$ cat config.mk
export PLATFORM = sky130hd
export DESIGN_NAME = alu_issue_unit
export DESIGN_NICKNAME = d
export VERILOG_FILES = /design/src/rtl/alu_issue_unit.sv
export SDC_FILE = /design/constraint.sdc
export NUM_CORES = 1
export LEC_CHECK = 0
export BUFFER_PORTS_ARGS = -buffer_cell sky130_fd_sc_hd__buf_2
export CAP_MARGIN = 20
export CORE_MARGIN = 5
export CORE_UTILIZATION = 54
export CTS_CLUSTER_SIZE = 8
export DETAILED_ROUTE_END_ITERATION = 6
export GPL_ROUTABILITY_DRIVEN = 0
export MAX_ROUTING_LAYER = met4
export PLACE_DENSITY = 0.84
export SKIP_CTS_REPAIR_TIMING = 1
export SYNTH_ARGS = -nofsm -noshare
export SYNTH_HDL_FRONTEND = slang
export SYNTH_SLANG_ARGS = --single-unit
$ cat constraint.sdc
create_clock -name clk -period 2.1 [get_ports clk]
set_input_delay 0.21 -clock clk [delete_from_list [all_inputs] [get_ports clk]]
set_output_delay 0.21 -clock clk [all_outputs]
set_load 0.02 [all_outputs]
$ cat src/rtl/alu_issue_unit.sv
// rtl/alu_issue_unit.sv - issue/collect sequencer driving a 16-bit ADD/SUB/AND/OR ALU
// Runs 1 pass for ADD/SUB/AND/OR/SLT/BEQ/BNE and 3 passes for XOR, then holds the response.
module alu_issue_unit (
  input  logic        clk,
  input  logic        rst_n,
  input  logic        req_valid,
  output logic        req_ready,
  input  logic [2:0]  req_op,
  input  logic [15:0] req_a,
  input  logic [15:0] req_b,
  output logic [15:0] alu_in1,
  output logic [15:0] alu_in2,
  output logic [1:0]  alu_ctrl,
  input  logic [15:0] alu_answer,
  input  logic        alu_zero,
  output logic        rsp_valid,
  input  logic        rsp_ready,
  output logic [15:0] rsp_result,
  output logic        rsp_zero,
  output logic        rsp_taken
);

  localparam logic [2:0] OP_SLT = 3'b100;
  localparam logic [2:0] OP_XOR = 3'b101;
  localparam logic [2:0] OP_BEQ = 3'b110;
  localparam logic [2:0] OP_BNE = 3'b111;

  localparam logic [1:0] CTRL_SUB = 2'b01;
  localparam logic [1:0] CTRL_AND = 2'b10;
  localparam logic [1:0] CTRL_OR  = 2'b11;

  typedef enum logic [2:0] {
    S_IDLE = 3'd0,
    S_P1   = 3'd1,
    S_P2   = 3'd2,
    S_P3   = 3'd3,
    S_RESP = 3'd4
  } state_t;

  state_t      state;
  state_t      state_nxt;

  logic [2:0]  op_q;
  logic [15:0] a_q;
  logic [15:0] b_q;
  logic [15:0] t1;
  logic [15:0] t2;

  logic [1:0]  first_ctrl;
  logic        slt_ovf;
  logic [15:0] single_result;
  logic        single_taken;

  always_ff @(posedge clk or negedge rst_n) begin
    if (!rst_n) begin
      state <= S_IDLE;
    end else begin
      state <= state_nxt;
    end
  end

  always_comb begin
    state_nxt = state;
    case (state)
      S_IDLE: if (req_valid) state_nxt = S_P1;
      S_P1:   state_nxt = (op_q == OP_XOR) ? S_P2 : S_RESP;
      S_P2:   state_nxt = S_P3;
      S_P3:   state_nxt = S_RESP;
      S_RESP: if (rsp_ready) state_nxt = S_IDLE;
      default: state_nxt = S_IDLE;
    endcase
  end

  always_comb begin
    req_ready = (state == S_IDLE);
    rsp_valid = (state == S_RESP);
  end

  // Pass-1 control: plain ops map directly; XOR starts with OR, the rest are a SUB.
  always_comb begin
    if (!req_op[2]) begin
      first_ctrl = req_op[1:0];
    end else if (req_op == OP_XOR) begin
      first_ctrl = CTRL_OR;
    end else begin
      first_ctrl = CTRL_SUB;
    end
  end

  // Signed a<b from a-b: the sign bit lies exactly when the subtraction overflowed.
  always_comb begin
    slt_ovf      = (a_q[15] != b_q[15]) && (alu_answer[15] != a_q[15]);
    single_taken = 1'b0;
    if (op_q == OP_SLT) begin
      single_result = {15'b0, alu_answer[15] ^ slt_ovf};
    end else begin
      single_result = alu_answer;
    end
    if (op_q == OP_BEQ) begin
      single_taken = alu_zero;
    end else if (op_q == OP_BNE) begin
      single_taken = !alu_zero;
    end
  end

  always_ff @(posedge clk or negedge rst_n) begin
    if (!rst_n) begin
      op_q       <= 3'b000;
      a_q        <= 16'h0000;
      b_q        <= 16'h0000;
      t1         <= 16'h0000;
      t2         <= 16'h0000;
      alu_in1    <= 16'h0000;
      alu_in2    <= 16'h0000;
      alu_ctrl   <= 2'b00;
      rsp_result <= 16'h0000;
      rsp_zero   <= 1'b0;
      rsp_taken  <= 1'b0;
    end else begin
      case (state)
        S_IDLE: begin
          if (req_valid) begin
            op_q     <= req_op;
            a_q      <= req_a;
            b_q      <= req_b;
            alu_in1  <= req_a;
            alu_in2  <= req_b;
            alu_ctrl <= first_ctrl;
          end
        end
        S_P1: begin
          if (op_q == OP_XOR) begin
            t1       <= alu_answer;
            alu_in1  <= a_q;
            alu_in2  <= b_q;
            alu_ctrl <= CTRL_AND;
          end else begin
            rsp_result <= single_result;
            rsp_zero   <= (single_result == 16'h0000);
            rsp_taken  <= single_taken;
            alu_in1    <= 16'h0000;
            alu_in2    <= 16'h0000;
            alu_ctrl   <= 2'b00;
          end
        end
        S_P2: begin
          // a^b = (a|b) - (a&b); the AND result feeds the last pass directly.
          t2       <= alu_answer;
          alu_in1  <= t1;
          alu_in2  <= alu_answer;
          alu_ctrl <= CTRL_SUB;
        end
        S_P3: begin
          rsp_result <= alu_answer;
          rsp_zero   <= (alu_answer == 16'h0000);
          rsp_taken  <= 1'b0;
          alu_in1    <= 16'h0000;
          alu_in2    <= 16'h0000;
          alu_ctrl   <= 2'b00;
        end
        default: begin
        end
      endcase
    end
  end

endmodule

Word-level counts from Yosys, hierarchy flattened
Index checks and enable logic that the tools add are counted.
Widths: inputs -> output; s select.
- output and inout port bits: 54
- input port bits: 56
- word-level logic and storage cells: 62
- flip-flop bits (word level): 106
- eq/ne operators: 14
- bitwise operators: 1
- muxes and demuxes: 24
- reduce and logical (&&, ||, !) cells: 12
- operator list (cell ; count):
    $pmux 16 s4 ; 2
    $mux 16 ; 6
    $logic_not 16->1 ; 2
    $pmux 16 s2 ; 1
    $eq 3x3->1 const B ; 6
    $pmux 3 s5 ; 1
    $reduce_and 2->1 ; 5
    $mux 3 ; 3
    $mux 2 ; 4
    $pmux 2 s4 ; 1
    $eq 3x2->1 const B ; 2
    $mux 1 ; 4
    $ne 2x2->1 const B ; 2
    $pmux 1 s2 ; 2
    $reduce_bool 4->1 ; 1
    $eq 3x1->1 const B ; 1
    $logic_not 3->1 ; 1
    $ne 1x1->1 ; 2
    $ne 2x1->1 const B ; 1
    $reduce_bool 2->1 ; 1
    $logic_and 1x1->1 ; 1
    $logic_not 1->1 ; 1
    $xor 1x1->1 ; 1

Longest topological paths before layout
Gate-level depths: netlist (run 1).
- word-level depth: 7
- depth in mapped cells: 7
- mapped depth without buffers: 4

Worst setup path after synthesis (run 1)
No wires, ideal clock.
- path type: register to register
- from: reg state[0]
- to: reg a_q[0]
- setup slack: 175 ps
- cell stages (with the launch flop): 7
- library setup time: 125 ps
- period minus slack after synthesis: 1925 ps
- data arrival time: 1801 ps
- path buffers: 3
- cell sequence: dfrtp_1 buf_6 nor3_1 and2_1 buf_6 buf_6 mux2_2
- longest elaborated chain between the ends: 2
- ends and longest elaborated chain (item ; RTL line ; source):
    start, declared ; 40 ; state_t state;
    start signal, assigned ; 58 ; state <= state_nxt;
    $logic_not 3->1 ; -- ;
    named net req_ready ; 7 ; output logic req_ready,
    $reduce_and 2->1 (no source line) ; -- ;
    end signal, assigned ; 124 ; a_q <= req_a;
    end, declared ; 44 ; logic [15:0] a_q;
The timed path passes the listed nets, and every way through them passes these cells.
A chain may end at the register's enable or synchronous reset.

Final worst setup path (run 1)
- from: reg state[1]
- to: reg t1[3]
- longest elaborated chain between the ends: 2
- ends and longest elaborated chain (item ; RTL line ; source):
    $eq 3x1->1 ; 120 ; case (state)
    $reduce_and 2->1 (no source line) ; -- ;
    end signal, assigned ; 133 ; t1 <= alu_answer;
    end, declared ; 46 ; logic [15:0] t1;
Every way passes these cells.

==> results summary, run 1 <==
The flow ran to the end, and the final reports show no timing, DRC or antenna violations. The portion of netlist area occupied by mux cells came out at 0.1211. Max-cap violations in this run came to 0. The portion of the post-synthesis area used by sequential elements came out at 0.5617. The total number of vias is 3879. The worst-case reg-to-reg path depth came out at 4.

Synthesis produced a netlist with a net count of 480. The average wire per standard cell is 19.90 um. The final non-filler cell area is 5599 um^2. The fraction of the mapped netlist area in adder cells is 0.002120.

The destination of the critical timing path is t1[3]. The setup violation total in the final timing report is 0. The share of synthesized registers carrying an async set or reset is 1.000. The slew of the pin with the lowest slew margin is between 600 and 700 ps. The number of levels the H-tree was split into came out at 3. Total power for the finished layout comes to 9.347 mW. For flop-to-flop paths, the worst setup slack is 130 ps. The number of nets at the end of the flow came out at 582. The critical path is of the flop to flop type. In the synthesized netlist the dominant register cell turns out to be sky130_fd_sc_hd__dfrtp_1. Counting flops with a built-in enable in the synthesized netlist gives 0.

The number of different library cells used by synthesis comes to 35. The TritonCTS buffer count is 9. The number of antenna violations at the first check in global routing came out at 0. The worst setup path is launched from a flop. The largest driver fanout on the critical path came out at 22.

The final-report max-slew violation count is 0. The count of final hold-check violations is 0. The overall die width came out at roughly 100 um.

The post-detailed-routing wire length came out at approximately 13 mm. Walking the worst path, the cells encountered are nor3b_2 > and4b_2 > buf_4 > mux2_2. After synthesis, the largest family of logic cells by area is compound AO/OA/AOI/OAI gates. The type of the worst min-delay path is primary input to flop.

The largest vdd supply drop came out at 0.0008374 V. In the layout the commonest cells are 108 x sky130_fd_sc_hd__buf_2, 106 x sky130_fd_sc_hd__dfrtp_1, 71 x sky130_fd_sc_hd__nand2_1. The post-DP HPWL came out at approximately 8.8 mm. The routed via count divided by cell count is 6.070. For this run the aggregate overflow at the end of global routing stands at 0. The simple-gate portion of the synthesized area is 0.1134. The utilization of the core after routing is 0.6484. For this run, design rule violations remaining after detail routing come to 0. The worst pin sits at a relative slew slack of 0.5922. Leaving out fill and tap cells, the most frequent cell in the layout is sky130_fd_sc_hd__buf_2. The initial detailed-routing violation count came out at 308. The placement row count is 34. Ranked by total cell area, the synthesized netlist is headed by sky130_fd_sc_hd__dfrtp_1 56%, sky130_fd_sc_hd__mux2_2 11%, sky130_fd_sc_hd__a221oi_1 5.9%. 110 I/O pins were placed. The largest buffer count on any clock path came out at 2. The share of Yosys cell area claimed by the top area cell type is 0.5617.

The worst register-to-register path ends at t1[3]. The Yosys step of the flow raised 0 warnings. The clock tree root buffer cell is sky130_fd_sc_hd__clkbuf_8. Counting I/O delays and the setup requirement, the final critical path takes 1966 ps.

The area growth from synthesis to layout is 18.57%. The count of TritonRoute iterations in the first routing pass is 5. Synthesis inferred 106 register bits. The sum of negative setup slack is 0 ps. For this design, the sink count on the clock tree is 106. Setup repair after global routing left no endpoint under its margin. The startpoint identified for the worst register-to-register timing path is state[1].

The cell taking the most area after synthesis is sky130_fd_sc_hd__dfrtp_1. In the final layout, the share of cells above drive strength 1 is 0.3578. The antenna cell count came out at 0.

Buffers placed on the I/O ports in this run total around 110. The number of placed instances, taps included, is 621. The global-route total usage across every layer came out at 0.2435. The synthesized netlist cell count came out at 424. The worst clock skew came out at 7.154 ps. The biggest cell delay along the critical path came out at 470 ps. The final worst-path cycle share is 0.9361.

STA puts the critical path data arrival time at 2220 ps. The starting density of the core is 0.5468. TritonCTS built the clock tree. The data required time of the critical path came out at 2350 ps. The insertion delay of the later-clocked pin in the worst-skew pair is between 300 and 400 ps.

The number of non-filler instances in the completed layout is around 640. The y dimension of the die is 103.5 um. The largest net degree at the start of global routing is 43. The leakage power total is 2.642 nW.

The critical path capture point type is a flop. The total area inside the core boundary comes to 8636 um^2. The average instance area after synthesis came out at 11.14 um^2. The complex-gate fraction of the synthesized area is 0.1463. The first global-routing pass estimated 20.57 mm of wire. The area of the die came out at between 10000 and 15000 um^2. Power spread over the standard cell area amounts to 1669 nW/um^2.

For this design, the slowest cell found on the critical path is sky130_fd_sc_hd__dfrtp_1. Based on the critical path, the design can be clocked at up to roughly 0.51 GHz. The instance area at placement is 5326 um^2. The post-route antenna net violation count is 0. The post-synthesis instance area is approximately 4700 um^2. The critical path starts at state[1]. The clock-pin slew reported for the worst setup and hold paths after clock tree synthesis came out at roughly 100 ps. The number of global-route vias before repair came out at 3967.

The synthesized-area fraction occupied by xor and xnor cells is 0.001855.
-- routing by layer --
metal	vias to the layer above	part of all wire	GRT usage
met1	1942	0.40	0.3034
li1	1718	-	-
met4	0	0.024	0.08247
met5	-	0	-
met2	185	0.49	0.3939
met3	34	0.081	0.05535
-- state kept, by name, indices dropped and copies added (netlist names) --
signal / flops
state: 3
b_q: 16
rsp_result: 16
a_q: 16
alu_in2: 16
alu_ctrl: 2
rsp_taken: 1
alu_in1: 16
rsp_zero: 1
op_q: 3
t1: 16
-- per-stage QoR --
stage | worst slack [ps] | hold slack (ps)
after floorplan | 174.5 | -85.59
after global placement | 279.2 | 83.45
after detailed placement | 99.24 | 86.48
after CTS | 10.01 | -317.4
after global routing | 103.5 | 27.30
final | 134.2 | 26.50
-- synth_stat cells, types with 6 or more instances --
library cell               number
sky130_fd_sc_hd__o21ai_1       33
sky130_fd_sc_hd__nand2b_1       6
sky130_fd_sc_hd__a221oi_1      32
sky130_fd_sc_hd__nor2_1         6
sky130_fd_sc_hd__o21ai_0       36
sky130_fd_sc_hd__buf_2         10
sky130_fd_sc_hd__nand2_1       71
sky130_fd_sc_hd__dfrtp_1      106
sky130_fd_sc_hd__buf_6         12
sky130_fd_sc_hd__nand3_1       15
sky130_fd_sc_hd__clkbuf_1      10
sky130_fd_sc_hd__mux2_2        46
-- layout make-up --
class,instances,area (um^2)
Sequential cell,106,2653
Tap cell,108,135.1
Multi-Input combinational cell,280,1823
Timing Repair Buffer,125,740.7
Clock buffer,9,123.9
Clock inverter,7,108.9
Fill cell,667,3037
Inverter,4,15.01
-- worst max-delay path: cells and delay by family (launching register included) --
family,cells,cell delay [ps]
AND/OR/NAND/NOR,2,700
flip-flops,1,470
multiplexers,1,380
buffers and inverters,1,300
-- where the power goes --
part / internal, mW / total, mW / switching (mW)
clock: 0.697 / 1.45 / 0.752
sequential: 3.06 / 3.70 / 0.636
combinational: 1.69 / 4.20 / 2.52
-- how the worst min path moves through the flow --
stage	startpoint	end	slack, ps	cells after the start
finish	rsp_ready	state[2]	30	2
global route	rsp_ready	state[2]	30	2
CTS	rst_n	t1[13]	-320	1
detailed placement	rst_n	rsp_result[9]	90	1
global placement	rst_n	rsp_result[9]	80	1
floorplan	rst_n	a_q[0]	-90	0
-- cells by family after synthesis --
kind of cell,after synthesis
buffers and inverters,38
adder cells (fa/ha/maj),1
multiplexers,51
flip-flops,106
AND/OR/NAND/NOR,117
XOR/XNOR,1
AO/OA/AOI/OAI,110
(Power assumes the default switching activity.)
==> run 2, diff against run 1 <==
--- a/config.mk
+++ b/config.mk
@@ -8,12 +8,11 @@
 export BUFFER_PORTS_ARGS = -buffer_cell sky130_fd_sc_hd__buf_2
 export CAP_MARGIN = 20
 export CORE_MARGIN = 5
-export CORE_UTILIZATION = 54
+export CORE_UTILIZATION = 29
 export CTS_CLUSTER_SIZE = 8
 export DETAILED_ROUTE_END_ITERATION = 6
 export GPL_ROUTABILITY_DRIVEN = 0
 export MAX_ROUTING_LAYER = met4
-export PLACE_DENSITY = 0.84
 export SKIP_CTS_REPAIR_TIMING = 1
 export SYNTH_ARGS = -nofsm -noshare
 export SYNTH_HDL_FRONTEND = slang
==> results summary, run 2 (synthesized netlist as in run 1, its figures left out) <==
The flow ran to the end, and the final reports show no timing, DRC or antenna violations. The wire length of the first global-routing pass came out at 21.96 mm (+6.8%). The largest buffer count on any clock path is 2 (unchanged). The area of the die is 18940 um^2 (+77%). The slew of the pin with the lowest slew margin is 547.2 ps (-63.89 ps). The relative max-transition margin came out at 0.6352 (+0.04304). The initial detailed-routing violation count is 166 (-46%). Among all stages on the critical path, the largest delay is contributed by sky130_fd_sc_hd__dfrtp_1. The library cell used most frequently in the layout, excluding fill and tap cells, is sky130_fd_sc_hd__buf_2. The overall die width came to 137.6 um (+33%). The largest driver fanout on the critical path is 17 (-23%). The worst setup path is launched from a flop. The number of antenna violations at the first check in global routing is 1 (+1). The starting density of the core is 0.2962 (-0.2506). The signed area change from the synthesized netlist to the final layout came out at 21.73%. The largest vdd supply drop came to 0.0005985 V (-29%). The TritonCTS buffer count is 9 (unchanged). The number of top-level pins came out at 110 (unchanged).

The setup violation total in the final timing report is 0 (unchanged). The tree is rooted in a sky130_fd_sc_hd__clkbuf_16. The count of TritonRoute iterations in the first routing pass is 5 (unchanged). The post-layout minimum cycle time was 1873 ps (-92.34 ps). The most frequent cell on the critical path is sky130_fd_sc_hd__buf_4. The placement row count came out at 46 (+35%).

The insertion delay of the later-clocked pin in the worst-skew pair came out at 350 ps (-20 ps). The critical path is of the flop to flop type. The final-report max-slew violation count was 0 (unchanged). The number of sinks handled by clock tree synthesis was 106 (unchanged). The arrival time reported for the critical path endpoint is 2110 ps (-110 ps). The count of final hold-check violations is 0 (unchanged). The global-route total usage across every layer is 0.1598 (-0.08375). STA classifies the critical path endpoint as a flop. Walking the worst path, the cells encountered are buf_4 > nor2_1 > or2_1 > buf_4 > a221oi_1 > o21ai_1. The number of remaining DRC errors is 0 (unchanged). The leakage power total came out at 2.647 nW (+0.21%). The number of nets at the end of the flow came out at 582 (unchanged). The y dimension of the die came out at 137.6 um (+33%). The timing-limited maximum frequency is 0.5338 GHz (+4.9%). The post-route antenna net violation count came to 0 (unchanged). The total global routing overflow is 0 (unchanged). The clock-pin slew reported for the worst setup and hold paths after clock tree synthesis came out at 70 ps (-30 ps). The post-DP HPWL came out at 10.06 mm (+15%). The number of buffer and inverter instances along the worst setup path came to 2 (+1).

The start of the worst register-to-register path is state[1]. The routed via count divided by cell count came out at 4.963 (-18%). Setup repair after global routing left no endpoint under its margin.

The final worst-path cycle share came out at 0.8921 (-0.04397). The number of levels the H-tree was split into is 3 (unchanged). The fraction of layout instances using a drive strength above 1 is 0.3559 (-0.001883). The biggest cell delay along the critical path came out at 430 ps (-40 ps). The total number of vias came out at 3712 (-4.3%).

TritonCTS built the clock tree. Tracing the worst setup path back leads to its startpoint at state[1]. The worst clock skew came out at 6.161 ps (-0.9934 ps). The post-detailed-routing wire length came out at 14.13 mm (+11%). The sum of negative setup slack came out at 0 ps (unchanged).

The average wire per standard cell is 18.88 um (-5.1%). The count of buffers from port buffering is 109 (unchanged). The data required time of the critical path came to 2340 ps (about the same). The area inside the core boundary is 15940 um^2 (+85%). The worst hold path begins at rsp_ready. The largest net degree at the start of global routing came out at 50 (+16%). Grouping stages by cell kind, the critical path spends the most delay in buffers and inverters. The power per cell area came out at 1635 nW/um^2 (-2.0%). In the layout the commonest cells are 108 x sky130_fd_sc_hd__buf_2, 106 x sky130_fd_sc_hd__dfrtp_1, 71 x sky130_fd_sc_hd__nand2_1. The max-cap check violation count was 0 (unchanged). The number of global-route vias before repair came out at 3785 (-4.6%). The utilization of the core after routing came out at 0.3605 (-0.2878). In this run the worst hold path is classified as primary input to flop.
-- run 2: cell types whose count changed in the layout (fill, tap and decap cells not counted), sizes merged --
cell and delta:
bufinv -2, inv -1, clkbuf +1, diode +1
clkinv +1, clkinvlp +1
-- run 2: final timing paths --
kind                                      end  cells past startpoint  slack (ps)
min in group asynchronous         alu_ctrl[1]                      2         330
worst max register to register     alu_in2[2]                      6         230
max in group asynchronous          alu_in1[1]                      3        1180
worst max-delay path               alu_in2[2]                      6         230
worst min-delay path                 state[2]                      2          40
worst min register to register  rsp_result[4]                      2         460
-- run 2: cell type report --
class / instances / area [um^2]
Fill cell: 1663 / 10190
Sequential cell: 106 / 2653
Multi-Input combinational cell: 280 / 1821
Timing Repair Buffer: 125 / 708.2
Tap cell: 216 / 270.3
Clock buffer: 10 / 239.0
Clock inverter: 6 / 40.04
Inverter: 4 / 15.01
Antenna cell: 1 / 2.502
-- run 2: routing by layer --
layer / wire [um] / track usage / part of all wire
met5: 0 / - / 0
met4: 157 / 0.03991 / 0.011
met3: 965 / 0.03944 / 0.068
met2: 6872 / 0.2524 / 0.49
met1: 6130 / 0.2069 / 0.43
-- run 2: report_power, final --
| part | leakage, nW | internal, mW | switching [mW] | total, mW |
|---|---|---|---|---|
| sequential | 1.29 | 3.07 | 0.569 | 3.64 |
| combinational | 1.21 | 1.62 | 2.52 | 4.14 |
| clock | 0.139 | 0.840 | 0.784 | 1.62 |
-- run 2: metrics by stage --
step	cells	instance area, um^2	setup slack (ps)	hold slack, ps	power [mW]
after floorplan	424	4722	174.5	-85.59	6.500
after global placement	730	5456	278.9	143.8	7.746
after detailed placement	730	5456	248.8	150.1	7.882
after CTS	746	5736	214.8	-240.3	9.542
after global routing	748	5748	69.99	42.50	10.10
final	748	5748	226.6	43.86	9.400
